File: src/rtl/dc_reject_pkg.sv
// ============================================================================
// Module      : dc_reject_pkg
// Description : Shared FSM encodings and channel-index width helper for the
//               scheduled DC-reject filter.
// Revision    : 1.0 - initial release
// ============================================================================
`default_nettype none

package dc_reject_pkg;

    localparam logic [1:0] ST_IDLE = 2'd0;
    localparam logic [1:0] ST_CALC = 2'd1;
    localparam logic [1:0] ST_ACC  = 2'd2;

    // A single channel still needs a 1-bit index to keep port widths legal.
    function automatic int ch_idx_w(input int n);
        return (n > 1) ? $clog2(n) : 1;
    endfunction

endpackage

`default_nettype wire

File: src/rtl/rr_arbiter.sv
// ============================================================================
// Module      : rr_arbiter
// Description : Round-robin one-hot arbiter; the search starts one past the
//               last granted requester and the pointer only moves on a grant.
// Revision    : 1.0 - initial release
// ============================================================================
`default_nettype none

module rr_arbiter
    import dc_reject_pkg::*;
#(
    parameter int NUM_REQ = 4,
    localparam int IW     = ch_idx_w(NUM_REQ)
) (
    input  logic               clk,
    input  logic               rst_n,
    input  logic [NUM_REQ-1:0] req,
    input  logic               en,
    output logic [NUM_REQ-1:0] grant,
    output logic [IW-1:0]      grant_idx
);

    logic [IW-1:0] last_q;
    logic [IW-1:0] last_d;
    logic [IW-1:0] w_idx;
    logic          w_found;

    always_comb begin
        grant     = '0;
        grant_idx = '0;
        w_idx     = '0;
        w_found   = 1'b0;
        for (int i = 0; i < NUM_REQ; i++) begin
            w_idx = IW'((int'(last_q) + 1 + i) % NUM_REQ);
            if (!w_found && en && req[w_idx]) begin
                w_found      = 1'b1;
                grant[w_idx] = 1'b1;
                grant_idx    = w_idx;
            end
        end
        last_d = w_found ? grant_idx : last_q;
    end

    always_ff @(posedge clk or negedge rst_n) begin
        if (!rst_n) begin
            last_q <= IW'(NUM_REQ - 1);
        end else begin
            last_q <= last_d;
        end
    end

endmodule

`default_nettype wire

File: src/rtl/dc_reject_sched.sv
// ============================================================================
// Module      : dc_reject_sched
// Description : Multi-channel DC-reject filter sharing one datapath through a
//               three-state IDLE/CALC/ACC schedule with round-robin intake.
// Revision    : 1.0 - initial release
// ============================================================================
`default_nettype none

module dc_reject_sched
    import dc_reject_pkg::*;
#(
    parameter int NUM_CH       = 4,
    parameter int SIGNAL_WIDTH = 16,
    parameter int ALPHA_WIDTH  = 24,
    localparam int CHW         = ch_idx_w(NUM_CH)
) (
    input  logic                           aclk,
    input  logic                           aresetn,
    input  logic [ALPHA_WIDTH-1:0]         alpha,
    input  logic [NUM_CH*SIGNAL_WIDTH-1:0] in_data,
    input  logic [NUM_CH-1:0]              in_valid,
    output logic [NUM_CH-1:0]              in_ready,
    input  logic [NUM_CH-1:0]              clr_ch,
    output logic [SIGNAL_WIDTH-1:0]        out,
    output logic [CHW-1:0]                 out_ch,
    output logic                           out_valid,
    output logic                           busy
);

    localparam int AW    = ALPHA_WIDTH;
    localparam int SW    = SIGNAL_WIDTH;
    localparam int SHIFT = AW - SW;

    logic [1:0]          state_q, state_d;
    logic [CHW-1:0]      ch_q, ch_d;
    logic [AW-1:0]       x_q, x_d;
    logic [AW-1:0]       diff_q, diff_d;
    logic [2*AW-1:0]     prod_q, prod_d;
    logic [AW-1:0]       x_hist_q [NUM_CH];
    logic [AW-1:0]       x_hist_d [NUM_CH];
    logic [AW-1:0]       y_hist_q [NUM_CH];
    logic [AW-1:0]       y_hist_d [NUM_CH];
    logic [SW-1:0]       out_q, out_d;
    logic [CHW-1:0]      out_ch_q, out_ch_d;
    logic                out_valid_q, out_valid_d;

    logic [NUM_CH-1:0]   w_grant;
    logic [CHW-1:0]      w_grant_idx;
    logic                w_arb_en;
    logic [AW-1:0]       w_x_in;
    logic [AW-1:0]       w_y_hist;
    logic [AW-1:0]       w_prod_scaled;
    logic [AW-1:0]       w_y;
    logic                w_prod_unused;

    assign w_arb_en = (state_q == ST_IDLE) && aresetn;

    rr_arbiter #(
        .NUM_REQ (NUM_CH)
    ) u_arb (
        .clk       (aclk),
        .rst_n     (aresetn),
        .req       (in_valid),
        .en        (w_arb_en),
        .grant     (w_grant),
        .grant_idx (w_grant_idx)
    );

    assign w_x_in   = {in_data[w_grant_idx*SW +: SW], {SHIFT{1'b0}}};
    assign w_y_hist = y_hist_q[ch_q];

    // Low AW bits of (prod >>> (AW-1)); the dropped bits never reach y.
    assign w_prod_scaled = prod_q[2*AW-2 -: AW];
    assign w_prod_unused = &{prod_q[2*AW-1], prod_q[AW-2:0]};
    assign w_y           = diff_q + w_prod_scaled;

    always_comb begin
        state_d     = state_q;
        ch_d        = ch_q;
        x_d         = x_q;
        diff_d      = diff_q;
        prod_d      = prod_q;
        x_hist_d    = x_hist_q;
        y_hist_d    = y_hist_q;
        out_d       = out_q;
        out_ch_d    = out_ch_q;
        out_valid_d = 1'b0;

        case (state_q)
            ST_IDLE: begin
                if (|w_grant) begin
                    ch_d    = w_grant_idx;
                    x_d     = w_x_in;
                    state_d = ST_CALC;
                end
            end
            ST_CALC: begin
                diff_d  = x_q - x_hist_q[ch_q];
                prod_d  = {{AW{w_y_hist[AW-1]}}, w_y_hist} * {{AW{alpha[AW-1]}}, alpha};
                state_d = ST_ACC;
            end
            ST_ACC: begin
                x_hist_d[ch_q] = x_q;
                y_hist_d[ch_q] = w_y;
                out_d          = w_y[AW-1 -: SW];
                out_ch_d       = ch_q;
                out_valid_d    = 1'b1;
                state_d        = ST_IDLE;
            end
            default: begin
                state_d = ST_IDLE;
            end
        endcase

        // A clear beats a same-cycle write-back; out still reports the new y.
        for (int k = 0; k < NUM_CH; k++) begin
            if (clr_ch[k]) begin
                x_hist_d[k] = '0;
                y_hist_d[k] = '0;
            end
        end
    end

    always_ff @(posedge aclk or negedge aresetn) begin
        if (!aresetn) begin
            state_q     <= ST_IDLE;
            ch_q        <= '0;
            x_q         <= '0;
            diff_q      <= '0;
            prod_q      <= '0;
            out_q       <= '0;
            out_ch_q    <= '0;
            out_valid_q <= 1'b0;
            for (int k = 0; k < NUM_CH; k++) begin
                x_hist_q[k] <= '0;
                y_hist_q[k] <= '0;
            end
        end else begin
            state_q     <= state_d;
            ch_q        <= ch_d;
            x_q         <= x_d;
            diff_q      <= diff_d;
            prod_q      <= prod_d;
            out_q       <= out_d;
            out_ch_q    <= out_ch_d;
            out_valid_q <= out_valid_d;
            x_hist_q    <= x_hist_d;
            y_hist_q    <= y_hist_d;
        end
    end

    assign in_ready  = w_grant;
    assign out       = out_q;
    assign out_ch    = out_ch_q;
    assign out_valid = out_valid_q;
    assign busy      = (state_q != ST_IDLE);

endmodule

`default_nettype wire

File: config.mk
export PLATFORM = sky130hd
export DESIGN_NAME = dc_reject_sched
export DESIGN_NICKNAME = d
export VERILOG_FILES = /design/src/rtl/dc_reject_pkg.sv /design/src/rtl/rr_arbiter.sv /design/src/rtl/dc_reject_sched.sv
export SDC_FILE = /design/constraint.sdc
export NUM_CORES = 2
export LEC_CHECK = 0
export BUFFER_PORTS_ARGS = -buffer_cell sky130_fd_sc_hd__buf_2
export CELL_PAD_IN_SITES_DETAIL_PLACEMENT = 0
export CELL_PAD_IN_SITES_GLOBAL_PLACEMENT = 1
export CORE_AREA = 5 5 250 252
export CTS_BUF_LIST = sky130_fd_sc_hd__clkbuf_8 sky130_fd_sc_hd__clkbuf_16
export DETAILED_ROUTE_END_ITERATION = 6
export DIE_AREA = 0 0 255 257
export GPL_TIMING_DRIVEN = 0
export PLACE_DENSITY_LB_ADDON = 0.1
export SYNTH_ARGS = -nofsm -noshare
export SYNTH_HDL_FRONTEND = slang
export SYNTH_HIERARCHICAL = 1
export SYNTH_SLANG_ARGS = --single-unit
File: constraint.sdc
create_clock -name aclk -period 22.2 [get_ports aclk]
set_input_delay 3.33 -clock aclk [delete_from_list [all_inputs] [get_ports aclk]]
set_output_delay 3.33 -clock aclk [all_outputs]
set_load 0.02 [all_outputs]
Yosys cells after proc, flatten, opt, wreduce, memory -nomap -nowiden
Index checks and enable logic that the tools add are counted.
{"block": "totals", "inputBits": 98, "out_inout_bits": 24, "word_cells": 117, "reg_bits": 304}
{"block": "classes", "order_cmp": 10, "bitwise_logic": 4, "reduce_logical": 24, "n_eq_ne": 3, "n_addsub": 6, "shifts": 1, "mux": 51, "mul": 1}
{"cell": "$mux W24", "n": 13}
{"cell": "$bwmux W96", "n": 2}
{"cell": "$mux W96", "n": 2}
{"cell": "$bmux W24 S2", "n": 2}
{"cell": "$shiftx A64 B7 Y16", "n": 1}
{"cell": "$demux W24 S2", "n": 1}
{"cell": "$mul A24 B24 Y47", "n": 1}
{"cell": "$add A24 B24 Y24", "n": 1}
{"cell": "$sub A24 B24 Y24", "n": 1}
{"cell": "$mux W4", "n": 4}
{"cell": "$logic_and A1 B1 Y1", "n": 13}
{"cell": "$mux W1", "n": 13}
{"cell": "$lt A2 B3 Y1 const B", "n": 4}
{"cell": "$or A4 B4 Y4", "n": 3}
{"cell": "$mux W2", "n": 5}
{"cell": "$reduce_bool A2 Y1", "n": 5}
{"cell": "$bmux W1 S2", "n": 4}
{"cell": "$demux W1 S2", "n": 4}
{"cell": "$ge A2 B1 Y1 const B", "n": 4}
{"cell": "$add A2 B1 Y2 const B", "n": 2}
{"cell": "$add A2 B2 Y2 const B", "n": 2}
{"cell": "$pmux W2 S2", "n": 1}
{"cell": "$reduce_or A4 Y1", "n": 1}
{"cell": "$ge A3 B3 Y1 const B", "n": 1}
{"cell": "other kinds (8)", "n": 10}

Depth between registers and ports, before layout
{"block": "logic_depth", "depth_word": 20, "depth_mapped": 29, "mapped_depth_nobuf": 25}

Hierarchy
Netlist, hierarchy kept.
{"module": "dc_reject_sched", "cells_per_inst": 3035, "area_each_um2": 31368.8, "n_inst": 1}
{"module": "rr_arbiter", "cells_per_inst": 63, "area_each_um2": 531.8, "n_inst": 1}

Worst setup path before layout
No wires, ideal clock.
{"block": "synth_path", "path_type": "input -> register", "start": "input port alpha[0]", "end": "register prod_q[43]", "n_path_buf": 2, "setup_slack_ps": 12357, "t_arrival_ps": 9748, "stages": 24, "path_cell_list": "clkbuf_1 nand2_1 inv_1 fa_1 inv_1 fa_1 inv_1 fa_1 inv_1 fa_1 inv_1 fa_1 fa_1 fa_1 ha_1 clkbuf_1 a21o_1 a21o_1 a21o_1 a21o_1 a21o_1 a21oi_1 a21boi_0 o31ai_1"}
{"block": "synth_between", "elab_chain_len": 1}
{"element": "start, declared", "line_no": "dc_reject_sched.sv:19", "text": "input logic [ALPHA_WIDTH-1:0] alpha,"}
{"element": "$mul A24 B24 Y47", "line_no": "dc_reject_sched.sv:99", "text": "prod_d = {{AW{w_y_hist[AW-1]}}, w_y_hist} * {{AW{alpha[AW-1]}}, alpha};"}
{"element": "end signal, assigned", "line_no": "dc_reject_sched.sv:143", "text": "prod_q <= prod_d;"}
{"element": "end, declared", "line_no": "dc_reject_sched.sv:38", "text": "logic [2*AW-1:0] prod_q, prod_d;"}
Every way passes these cells.
A chain may end at the register's enable or synchronous reset.

Worst setup path after layout
Same ends and word-level chain as after synthesis.

==> results.txt <==
Final GP Congestion -> 0.991
Vias -> 23068
Number of flops mapped to enable cells by yosys -> 0
Clk root buf -> clkbuf_16
List of most frequent post-synthesis cells -> inv_1, fa_1, nand2_1
RSZ-0062 raised after global routing -> false
Worst Skew -> 0.0268 ns
CTS tree -> built
Min Tclk post-route -> 10.42 ns
Synth-to-Final Area Change -> 7.82%
Drt drc -> 0
Post-cts sizing count -> 0
Post-Syn Area -> 31900 sq um
F_max -> 95.9 MHz
Critical path class -> input port to flip-flop
CTS sink cnt -> 241
Yosys cell types -> 71
Metal3 WL -> 6270 microns
Clk slew on worst S/H paths -> 0.06 ns
Asr flop ratio synth -> 100%
Die H -> 257 microns
HPWL Detailed -> 81500 microns
Period utilisation layout -> 47.0%
Starting Density -> 53.2%
Crit Path Max Fanout -> 10
Worst min path class -> flip-flop to flip-flop
Multi-input gate area -> 22900 sq um
WP data arrival -> 10.86 ns
Post-Synthesis Cells -> 3098
Max Used Layer -> met4
Final Hold Fails -> 0
CP required -> 22.64 ns
CP Capture Type -> flip-flop
Largest net degree at the start of global routing -> 108
Aggregate global routing overflow -> 0
Metal2 WL -> 46900 microns
Max Slew Vio Count -> 0
Ports -> 122
Post-route setup TNS -> 0 ns
# fillers -> 5296
Syn avg cell area -> 10.3 sq um
Vias in the first global route -> 24927
Post-Route WL -> 97100 microns
Post-CTS setup buffers -> 0
Global-route wire length before repair -> 152000 microns
Via/cell ratio -> 5.69
Clk Latency, worst-skew pair -> 0.55 ns
DRT iter0 DRCs -> 1805
Synth top area share -> 37.5%
Worst setup SP type -> input port
Worst slew pin tran -> 1.01 ns
I/O Buffers -> 121
Register area -> 6030 sq um
Core area -> 59900 sq um
Final WS setup -> 11.78 ns
YS warnings -> 6
Share of the yosys chip area belonging to registers -> 18.9%
Site Rows -> 90
Net count, final -> 4112
Drt wl/cell -> 24.0 microns
Proportion of layout cells with a drive suffix above 1 -> 8.59%
Pre-CTS WS -> 11.15 ns
Synth Flop Type -> dfrtp_1
Wl on met1 -> 39200 microns
Status -> completed
Max Cap Violations -> 0
Top-count cell post-synth -> inv_1
Hold Path Stages -> 2
DRT Pass-1 Iters -> 5
Ant. Diodes -> 0
Die Wd -> 255 microns
Main area contributors after synthesis -> fa_1, dfrtp_1, inv_1
Hold Slack -> 0.474 ns
Remaining antenna violation count -> 0
Syn Nets -> 3960
Final setup fails -> 0
Slew HR -> 32.6%
Initial antenna violation count -> 3
Number of synthesized register bits -> 241
Cts hold-fix bufs -> 0
Clock Path Buffers -> 3
GRT Total Usage -> 30.4%
Post-synth top area cell -> fa_1
CTS buffer count -> 27
R2r worst-path depth -> 25
Die Footprint -> 65500 sq um
CTS HTree Levels -> 1
[area by class of cell]
cell class | count | share of cell area, %
tap | 782 | 2.84
inverter | 615 | 6.71
buffer | 164 | 1.86
clock buffer | 33 | 2.20
multi-input combinational | 2078 | 66.6
clock inverter | 16 | 0.258
timing repair buffer | 123 | 1.95
sequential | 241 | 17.5
[logic make-up after synthesis]
kind of cell,synth area share (%)
simple gates,12.7
buf+inv,9.24
fa+ha+maj,44.0
compound gates,8.69
flops,18.9
mux,5.04
xor+xnor,1.43
[metal layers]
layer	track usage [%]	vias to the layer above
met5	0	-
met4	11.2	0
met3	4.31	188
met2	49.4	809
met1	41.9	12097
li1	-	9974
[placed cells by master (no fill, tap or decap), drive strengths merged, types with 6 or more instances in the layout]
cell	instances
xnor2	36
nand2	389
fa	598
nand2b	15
nor3	15
ha	166
a21o	26
xor2	16
mux2	27
o31ai	17
o21ai	54
clkinv	10
clkbuf	182
a21oi	42
and3	8
dfrtp	239
nor2	36
nand4	14
nor2b	17
buf	138
mux4	56
nand3	19
inv	619
and2	273
a22o	154
and4	6
o21a	13
[registers in the layout, summed over array words and instances (netlist names)]
signal        cells
x_q              16
prod_q           24
out_valid         1
y_hist_q         96
diff_q           16
u_arb/last_q      2
x_hist_q         64
out_ch            2
state_q           2
out              16
ch_q              2
[critical path: stages]
cell and delay, ns:
buf_2 0.16, clkbuf_1 0.25, nand2_1 0.16, inv_1 0.11, fa_1 0.66, inv_1 0.12
fa_1 0.87, inv_1 0.11, fa_1 0.72, inv_1 0.32, fa_1 0.56, inv_1 0.05
fa_1 0.60, fa_1 0.45, fa_1 0.44, ha_1 0.27, clkbuf_1 0.18, a21o_1 0.20
a21o_1 0.17, a21o_1 0.17, a21o_1 0.17, a21o_1 0.21, a21oi_1 0.19, a21boi_0 0.12
o31ai_1 0.24
[final timing paths]
path	start	end	slack, ns
worst min register to register	out_ch[1]	out_ch[1]	0.47
worst max register to register	ch_q[1]	prod_q[43]	12.69
worst min-delay path	out_ch[1]	out_ch[1]	0.47
max in group asynchronous	aresetn	y_hist_q[95]	18.22
min in group asynchronous	aresetn	x_q[14]	2.69
worst max-delay path	alpha[0]	prod_q[43]	11.78
[metrics by stage]
stage	area (sq um)	instances	util (%)
detailed placement	33500	4003	56.0
floorplan	31900	3098	-
global placement	33500	4001	55.9
finish	34400	4052	57.4
CTS	34400	4052	57.4
global route	34400	4052	57.4
Power is not shown: default switching activity piles up to over one toggle a cycle in this logic, so the estimate is an artifact.
